--- src/rtl/sd_cmd_engine_pkg.sv ---
// Shared types, frame constants and the CRC7 step used by the SD command engine.
package sd_pkg;

    typedef enum logic [1:0] {
        RSP_NONE = 2'd0,
        RSP_R48  = 2'd1,
        RSP_R3   = 2'd2,
        RSP_R136 = 2'd3
    } rsp_type_e;

    typedef enum logic [2:0] {
        S_IDLE,
        S_TX,
        S_WAIT,
        S_RX,
        S_TRAIL,
        S_DONE
    } state_e;

    localparam int unsigned STAT_TIMEOUT = 0;
    localparam int unsigned STAT_CRC     = 1;
    localparam int unsigned STAT_END     = 2;

    localparam int unsigned FRAME_R48  = 48;
    localparam int unsigned FRAME_R136 = 136;

    // One serial step of CRC7, polynomial x^7 + x^3 + 1.
    function automatic logic [6:0] crc7_next(input logic [6:0] crc, input logic din);
        logic fb;
        fb = din ^ crc[6];
        return {crc[5:3], crc[2] ^ fb, crc[1:0], fb};
    endfunction

endpackage

--- src/rtl/sd_cmd_engine_crc7.sv ---
// Serial CRC7 accumulator; clear has priority over enable.
module crc7
    import sd_pkg::*;
(
    input  logic       clk,
    input  logic       rst,
    input  logic       clr,
    input  logic       en,
    input  logic       din,
    output logic [6:0] crc
);

    always_ff @(posedge clk or posedge rst) begin
        if (rst) begin
            crc <= '0;
        end else if (clr) begin
            crc <= '0;
        end else if (en) begin
            crc <= crc7_next(crc, din);
        end
    end

endmodule

--- src/rtl/sd_cmd_engine.sv ---
// SD CMD-line engine: sends one command frame with CRC7, optionally receives and
// checks an R48/R136 response, and drives a gated, divided sd_clk.
module sd_cmd_engine
    import sd_pkg::*;
#(
    parameter int unsigned DIVW    = 8,
    parameter int unsigned NCR_MAX = 64,
    parameter int unsigned NCC     = 8
) (
    input  logic            clk,
    input  logic            rst,
    input  logic [DIVW-1:0] clk_div,
    input  logic            cmd_valid,
    output logic            cmd_ready,
    input  logic [5:0]      cmd_index,
    input  logic [31:0]     cmd_arg,
    input  logic [1:0]      rsp_type,
    input  logic            abort,
    output logic            rsp_valid,
    output logic [2:0]      rsp_status,
    output logic [5:0]      rsp_index,
    output logic [127:0]    rsp_data,
    output logic            sd_clk,
    output logic            sd_cmd_out,
    output logic            sd_cmd_oe,
    input  logic            sd_cmd_in
);

    localparam int unsigned NW = $clog2(NCR_MAX + 1);
    localparam int unsigned TW = $clog2(NCC + 1);

    localparam logic [7:0] RX_LAST_48   = 8'(FRAME_R48 - 2);
    localparam logic [7:0] RX_LAST_136  = 8'(FRAME_R136 - 2);
    localparam logic [7:0] FEED_END_48  = 8'(FRAME_R48 - 10);
    localparam logic [7:0] FEED_BEG_136 = 8'(FRAME_R136 - 129);
    localparam logic [7:0] FEED_END_136 = 8'(FRAME_R136 - 10);

    state_e          state, state_nxt;
    rsp_type_e       rtype_q;
    logic [DIVW-1:0] div_q, div_cnt;
    logic            sd_clk_q;
    logic [47:0]     tx_sr;
    logic [5:0]      bit_idx;
    logic [NW-1:0]   ncr_cnt;
    logic [TW-1:0]   trail_cnt;
    logic [7:0]      rx_cnt;
    logic [126:0]    rx_sr;
    logic [127:0]    rx_frame;
    logic [2:0]      st_status;
    logic [5:0]      st_index;
    logic [127:0]    st_data;
    logic [6:0]      crc_q;

    logic busy, tick, rise, fall, accept, abort_hit;
    logic rx_last_bit, rx_feed, crc_clr, crc_en, crc_din;

    assign busy      = (state == S_TX) || (state == S_WAIT) || (state == S_RX) || (state == S_TRAIL);
    assign tick      = busy && (div_cnt == '0);
    assign rise      = tick && !sd_clk_q;
    assign fall      = tick && sd_clk_q;
    assign accept    = cmd_valid && cmd_ready;
    assign abort_hit = abort && busy;
    assign rx_frame  = {rx_sr, sd_cmd_in};

    assign rx_last_bit = (rtype_q == RSP_R136) ? (rx_cnt == RX_LAST_136) : (rx_cnt == RX_LAST_48);
    // R136 CRC skips the start/transmit/reserved prefix, so feeding starts late
    assign rx_feed = (rtype_q == RSP_R136) ? ((rx_cnt >= FEED_BEG_136) && (rx_cnt <= FEED_END_136))
                                           : (rx_cnt <= FEED_END_48);

    assign crc_clr = accept || ((state == S_WAIT) && rise && !sd_cmd_in);
    assign crc_en  = ((state == S_TX) && rise && (bit_idx < 6'd40)) ||
                     ((state == S_RX) && rise && rx_feed);
    assign crc_din = (state == S_TX) ? tx_sr[47] : sd_cmd_in;

    crc7 u_crc7 (
        .clk (clk),
        .rst (rst),
        .clr (crc_clr),
        .en  (crc_en),
        .din (crc_din),
        .crc (crc_q)
    );

    always_comb begin
        state_nxt  = state;
        cmd_ready  = 1'b0;
        rsp_valid  = 1'b0;
        sd_cmd_oe  = 1'b0;
        sd_cmd_out = 1'b1;
        sd_clk     = sd_clk_q;
        unique case (state)
            S_IDLE: begin
                cmd_ready = 1'b1;
                if (cmd_valid) state_nxt = S_TX;
            end
            S_TX: begin
                sd_cmd_oe  = 1'b1;
                sd_cmd_out = tx_sr[47];
                if (rise && (bit_idx == 6'd47))
                    state_nxt = (rtype_q == RSP_NONE) ? S_TRAIL : S_WAIT;
            end
            S_WAIT: begin
                if (rise) begin
                    if (!sd_cmd_in)
                        state_nxt = S_RX;
                    else if (ncr_cnt == NW'(NCR_MAX - 1))
                        state_nxt = S_TRAIL;
                end
            end
            S_RX: begin
                if (rise && rx_last_bit) state_nxt = S_TRAIL;
            end
            S_TRAIL: begin
                sd_cmd_oe = 1'b1;
                if (fall && (trail_cnt == TW'(NCC))) state_nxt = S_DONE;
            end
            S_DONE: begin
                cmd_ready = 1'b1;
                rsp_valid = 1'b1;
                state_nxt = cmd_valid ? S_TX : S_IDLE;
            end
            default: state_nxt = S_IDLE;
        endcase
        if (abort_hit) state_nxt = S_IDLE;
    end

    always_ff @(posedge clk or posedge rst) begin
        if (rst) begin
            state      <= S_IDLE;
            rtype_q    <= RSP_NONE;
            div_q      <= '0;
            div_cnt    <= '0;
            sd_clk_q   <= 1'b0;
            tx_sr      <= '0;
            bit_idx    <= '0;
            ncr_cnt    <= '0;
            trail_cnt  <= '0;
            rx_cnt     <= '0;
            rx_sr      <= '0;
            st_status  <= '0;
            st_index   <= '0;
            st_data    <= '0;
            rsp_status <= '0;
            rsp_index  <= '0;
            rsp_data   <= '0;
        end else begin
            state <= state_nxt;
            if (accept) begin
                rtype_q   <= rsp_type_e'(rsp_type);
                div_q     <= clk_div;
                div_cnt   <= clk_div;
                sd_clk_q  <= 1'b0;
                tx_sr     <= {2'b01, cmd_index, cmd_arg, 8'h00};
                bit_idx   <= '0;
                ncr_cnt   <= '0;
                trail_cnt <= '0;
                rx_cnt    <= '0;
                st_status <= '0;
                st_index  <= '0;
                st_data   <= '0;
            end else if (abort_hit) begin
                sd_clk_q <= 1'b0;
            end else if (busy) begin
                if (tick) begin
                    div_cnt  <= div_q;
                    sd_clk_q <= ~sd_clk_q;
                end else begin
                    div_cnt <= div_cnt - DIVW'(1);
                end
                unique case (state)
                    S_TX: begin
                        if (fall) begin
                            bit_idx <= bit_idx + 6'd1;
                            // CRC is final after the 40th rise; splice it in with the end bit
                            if (bit_idx == 6'd39)
                                tx_sr <= {crc_q, 1'b1, 40'h0};
                            else
                                tx_sr <= {tx_sr[46:0], 1'b0};
                        end
                    end
                    S_WAIT: begin
                        if (rise) begin
                            ncr_cnt <= ncr_cnt + NW'(1);
                            if (sd_cmd_in && (ncr_cnt == NW'(NCR_MAX - 1)))
                                st_status[STAT_TIMEOUT] <= 1'b1;
                        end
                    end
                    S_RX: begin
                        if (rise) begin
                            rx_sr  <= rx_frame[126:0];
                            rx_cnt <= rx_cnt + 8'd1;
                            if (rx_last_bit) begin
                                st_status[STAT_END] <= !sd_cmd_in;
                                st_status[STAT_CRC] <= (rtype_q != RSP_R3) && (crc_q != rx_frame[7:1]);
                                if (rtype_q == RSP_R136) begin
                                    st_data <= rx_frame;
                                end else begin
                                    st_index <= rx_frame[45:40];
                                    st_data  <= {96'h0, rx_frame[39:8]};
                                end
                            end
                        end
                    end
                    S_TRAIL: begin
                        if (rise) trail_cnt <= trail_cnt + TW'(1);
                    end
                    default: ;
                endcase
            end
            if ((state == S_TRAIL) && (state_nxt == S_DONE)) begin
                rsp_status <= st_status;
                rsp_index  <= st_index;
                rsp_data   <= st_data;
            end
        end
    end

endmodule

--- config.mk ---
export PLATFORM = sky130hd
export DESIGN_NAME = sd_cmd_engine
export DESIGN_NICKNAME = d
export VERILOG_FILES = /design/src/rtl/sd_cmd_engine_pkg.sv /design/src/rtl/sd_cmd_engine_crc7.sv /design/src/rtl/sd_cmd_engine.sv
export SDC_FILE = /design/constraint.sdc
export NUM_CORES = 1
export LEC_CHECK = 0
export CORE_MARGIN = 3
export CORE_UTILIZATION = 51
export DETAILED_ROUTE_END_ITERATION = 8
export GPL_ROUTABILITY_DRIVEN = 0
export PLACE_DENSITY = 0.72
export SLEW_MARGIN = 0
export SYNTH_ARGS = -nofsm -noshare
export SYNTH_HDL_FRONTEND = slang
export SYNTH_SLANG_ARGS = --single-unit
--- constraint.sdc ---
create_clock -name clk -period 21.4 [get_ports clk]
set_input_delay 4.28 -clock clk [delete_from_list [all_inputs] [get_ports clk]]
set_output_delay 4.28 -clock clk [all_outputs]
set_load 0.1 [all_outputs]
# Yosys cells after proc, flatten, opt, wreduce, memory -nomap -nowiden

Cells that the tools add are included.
W data, S select, Z words.

Add/subtract/negate cells: 5
Bitwise gates (word level): 5
Order comparisons: 4
Equality and inequality tests: 17
Reduce and logical (&&, ||, !) cells: 52
Mux-type cells: 77

Operators by type and width:

| kind                  | number |
|---|---|
| $mux W128             | 7 |
| $mux W48              | 6 |
| $mux W6               | 12 |
| $mux W8               | 9 |
| $mux W7               | 7 |
| $mux W3               | 12 |
| $mux W4               | 5 |
| $reduce_bool A2 Y1    | 10 |
| $logic_and A1 B1 Y1   | 18 |
| $pmux W3 S6           | 1 |
| $reduce_and A4 Y1     | 4 |
| $mux W1               | 15 |
| $reduce_and A5 Y1     | 3 |
| $eq A6 B6 Y1 const B  | 2 |
| $eq A3 B3 Y1 const B  | 3 |
| $add A8 B1 Y8 const B | 1 |
| $eq A8 B6 Y1 const B  | 1 |
| $eq A8 B8 Y1 const B  | 1 |
| $ge A8 B3 Y1 const B  | 1 |
| $le A8 B6 Y1 const B  | 1 |
| $le A8 B7 Y1 const B  | 1 |
| $logic_not A8 Y1      | 1 |
| $sub A8 B1 Y8 const B | 1 |
| $add A7 B1 Y7 const B | 1 |
| other kinds (21)      | 37 |

Output and inout port bits: 142
Flip-flop bits (word level): 503
Input port bits: 53

# Longest topological paths before layout

Depth after elaboration: 12
Depth in mapped cells: 10

# Modules after synthesis

A second synthesis with hierarchy kept.

Cells, all modules: 2026
Area, all modules: 21868.5 µm²

By module, submodules not included:

| module        | cells an instance | seq. area each (µm²) | area an instance (µm²) | times used |
|---|---|---|---|---|
| sd_cmd_engine | 1997              | 12211.7              | 21556.9                | 1 |
| crc7          | 29                | 175.2                | 311.5                  | 1 |

# Least setup slack after synthesis

No wires, ideal clock.

Kind: flip-flop to output port
Start: register state[2]
End: output sd_cmd_oe
Stages on the path, launching flop included: 4
Slack: 15.183 ns
Data arrival time: 1.937 ns
Cell sequence: dfrtp_1 > buf_2 > xnor2_1 > nor2_1

Cells in the longest elaborated chain, start to end: 3
Elaborated cells on any way between the ends: 4

RTL lines:

| what                                                | RTL line             | source |
|---|---|---|
| from (decl)                                         | sd_cmd_engine.sv:38  | `state_e state, state_nxt;` |
| from (signal assigned)                              | sd_cmd_engine.sv:147 | `state <= state_nxt;` |
| $eq A3 B1 Y1 / $eq A3 B3 Y1 (equally long branches) | sd_cmd_engine.sv:91  | `unique case (state)` |
| $reduce_or A2 Y1 (no line) *                        | n/a                  |  |
| $mux W1 *                                           | sd_cmd_engine.sv:91  |  |
| to (decl)                                           | sd_cmd_engine.sv:25  | `output logic sd_cmd_oe,` |

Every way passes the cells marked *; elsewhere a longest branch is shown, timed or not.

# Final worst setup path

Start: input cmd_valid
End: register st_data[54]

Cells in the longest elaborated chain, start to end: 3
Elaborated cells on any way between the ends: 8

RTL lines:

| what                                                                | RTL line             | source |
|---|---|---|
| from (decl)                                                         | sd_cmd_engine.sv:13  | `input logic cmd_valid,` |
| $logic_and A1 B1 Y1 *                                               | sd_cmd_engine.sv:61  | `assign accept = cmd_valid && cmd_ready;` |
| $ne A2 B2 Y1 (no line) / $reduce_bool A2 Y1 (equally long branches) | n/a                  |  |
| $reduce_and A5 Y1 (no line)                                         | n/a                  |  |
| to (signal assigned)                                                | sd_cmd_engine.sv:196 | `st_data <= rx_frame;` |
| to (signal assigned)                                                | sd_cmd_engine.sv:199 | `st_data <= {96'h0, rx_frame[39:8]};` |
| to (decl)                                                           | sd_cmd_engine.sv:51  | `logic [127:0] st_data;` |

Marked as above.
A chain may end at the register's enable or synchronous reset.

==> key figures <==
Run status
  – Status: finished, final reports clean

Setup path
  – Crit. End Element: flop
  – Arr. time, crit path: roughly 8.2 ns
  – Number of cells on the critical path: 7
  – Critical path class: in -> reg
  – CP bufs+invs: 4
  – Crit-path cells: clkdlybuf4s50_1 -> nand3_2 -> buf_4 -> a21oi_4 -> buf_4 -> buf_4 -> mux2i_1
  – Critical path's largest stage delay: 0.93 ns
  – Max FO, Critical Path: between 60 and 70
  – Worst R2R Path Depth: 9
  – Most frequent CP cell: buf_4
  – CP max-delay cell: a21oi_4
  – CP Data Required Time: about 22 ns
  – Crit-path leading delay family: buffers and inverters
  – Crit start category: input port

Floorplanning
  – Initial Utilization: 0.5239
  – # IOs: between 150 and 200
  – Die area: around 0.044 mm²
  – Core box area: 0.04028 mm²
  – Die Wd: 209.4 µm
  – Chip height: 209.4 µm
  – Row Count: 73

Power
  – Max VDD drop: 0.05935 mV
  – Int Pwr: about 1.7 mW
  – Clock power frac: 0.392
  – Combinational power share: 0.160
  – Post-layout total power: between 2 and 2.5 mW
  – Sw Share: 0.2844
  – Sw power: 0.6572 mW
  – Power density over the cells: around 92 mW/mm²
  – Leakage power: 12.14 nW
  – Seq pwr share: 0.448

Synth
  – Ys async rst share: 1.000
  – Synth Instances: roughly 2,000
  – #FFs+latches synth: about 500
  – Largest family of logic cells by synthesized area: simple AND/OR/NAND/NOR gates
  – Register area share after synthesis: 0.5869
  – Synth Area in Adders: 0.004743
  – Top FF cell, synth: dfrtp_1
  – Xor/xnor cell area share of the yosys netlist: 0.007707
  – Mapped Area: about 0.021 mm²
  – Post-Syn Nets: 2,094
  – Distinct cell type count after synthesis: 57
  – Post-synth EDFFs: 0
  – Synth Area in Compound Gates: 0.04577
  – Simple-Gate Fraction of Synth Area: 0.1639
  – Ys Warns: 0
  – Syn avg cell area: ~10 µm²
  – Post-synthesis mux area share: 0.1458

STA
  – Slew headroom: 0.2677
  – Final Hold Fails: 0
  – Setup WS post-layout: about 14 ns
  – RSZ-0062 raised after global routing: no
  – Period utilization: 0.3584
  – Setup violations, final: 0
  – Worst-case hold slack: 0.4731 ns
  – FMAX: about 0.13 GHz
  – Fin crit period: about 7.7 ns
  – Slew @ Worst Pin: between 1 and 1.5 ns
  – Worst Skew: around 0.018 ns
  – Post-route setup TNS: 0 ns
  – Max-slew violations: 0

Layout
  – Post-route design area: 0.02511 mm²
  – Nets: ~2,200
  – Most frequent cells in the layout: nand2_1 (610), dfrtp_1 (495), clkdlybuf4s50_1 (194)
  – Share of cells above drive strength 1: 0.06968
  – Area Overhead vs Synth: 18.98%
  – Commonest non-fill, non-tap cell in the layout: nand2_1
  – Post-layout util: 0.6234
  – Antenna cells: 0
  – Final Non-Filler Cells: approximately 2,700

Routing
  – Post-Route WL: approximately 46,000 µm
  – DRC: 0
  – Vias/cell: between 5 and 6
  – Antenna Nets Post-Route: 0
  – Vias: about 15,000
  – 1st-pass router iterations: 7
  – Drt wl/cell: 16.64 µm
  – Initial DRC count: 1,110

GRT
  – First-pass GRT wire length: 76,110 µm
  – Number of global-route vias before repair: between 10,000 and 15,000
  – Largest net degree at the start of global routing: between 150 and 200
  – GRT Residual Overflow: 0
  – Gr usage total: 0.2079
  – Initial antenna violation count: 0

Run
  – Max Cap Violations: 0

Clock network
  – Root Buffer: clkbuf_16
  – Clk pin slew, worst setup/hold paths: roughly 0.060 ns
  – Postcts setup bufs: 0
  – Inserted Clock Buffers: 50
  – Cts repair resizes: 0
  – # hold bufs at CTS: 0
  – Clock Path Buffers: 3
  – H-Tree Depth: 2
  – CTS tree: yes
  – Clk_lat worst skew: a little under 0.6 ns
  – CTS sink count: ~500

Placement
  – Inst Count DP: about 2,600
  – Post-Place Setup Slack: approximately 13 ns
  – Placed inst area: 0.02338 mm²
  – DP Wirelength: 27,980 µm
  – # port buffers: a little under 200

Min path
  – Worst min path class: reg -> reg
  – WHS Path Cells: 2
-- layer usage --
layer  part of all wire  wire [µm]  GRT usage
met3              0.034       1565    0.02765
met2               0.48      22000     0.3441
met4              0.026       1161    0.06513
met1               0.46      20800     0.2881
met5                  0          0          0
-- synth_stat cells (all sizes together) (7+ instances only) --
| cell type | number | area share |
|---|---|---|
| and3 | 7 | 0.0021 |
| a31oi | 36 | 0.011 |
| xor2 | 12 | 0.0050 |
| ha | 8 | 0.0047 |
| nand4 | 10 | 0.0033 |
| nand2 | 610 | 0.11 |
| clkbuf | 84 | 0.015 |
| buf | 41 | 0.0097 |
| mux2 | 172 | 0.092 |
| nor2 | 58 | 0.010 |
| a21oi | 54 | 0.013 |
| nand3 | 85 | 0.020 |
| o21ai | 33 | 0.0078 |
| dfrtp | 495 | 0.59 |
| inv | 115 | 0.020 |
| or3 | 9 | 0.0027 |
| or4 | 7 | 0.0025 |
| mux2i | 114 | 0.054 |
| o31ai | 7 | 0.0025 |
-- state kept, by name, indices dropped and copies added, names as in the netlist --
name	flops
div_cnt	8
rx_cnt	8
st_status	3
rsp_status	3
ncr_cnt	7
rsp_index	6
bit_idx	6
st_data	128
state	3
rtype_q	2
trail_cnt	4
u_crc7.crc	7
rx_sr	127
sd_clk	1
rsp_data	128
st_index	6
div_q	8
tx_sr	40
-- kinds of logic after synthesis --
family | count (synthesis)
compound gates | 161
xor+xnor | 17
fa+ha+maj | 8
buf+inv | 240
flops | 495
mux | 286
simple gates | 826
-- final cells by class --
| cell class | instances | area (µm²) |
|---|---|---|
| Sequential cell | 495 | 12390 |
| Multi-Input combinational cell | 1298 | 7828 |
| Inverter | 115 | 439.2 |
| Clock buffer | 75 | 1465 |
| Clock inverter | 17 | 259.0 |
| Fill cell | 3208 | 15170 |
| Timing Repair Buffer | 210 | 2074 |
| Tap cell | 525 | 656.9 |
-- path summary, 6_finish.rpt --
path | from | endpoint | slack, ns
min in group asynchronous | rst | rsp_data[58] | 4.18
worst min-delay path | div_q[6] | div_q[6] | 0.47
worst min register to register | div_q[6] | div_q[6] | 0.47
max in group asynchronous | rst | st_data[6] | 14.98
worst max-delay path | cmd_valid | st_data[54] | 13.73
worst max register to register | rtype_q[1] | st_data[54] | 16.75
-- power by group through the flow --
stage	clock network, mW	logic [mW]	registers, mW
final	0.907	0.369	1.03
after global routing	0.965	0.408	1.04
after CTS	0.929	0.373	1.03
after detailed placement	0	0.372	1.05
after global placement	0	0.365	1.05
after floorplan	0	0.290	1.04
-- worst min-delay path: cells and delay by family, from the launching register on --
family / cells / cell delay (ns)
flops: 1 / 0.34
simple gates: 2 / 0.11
Note: power is estimated with default switching activity, not from simulation.
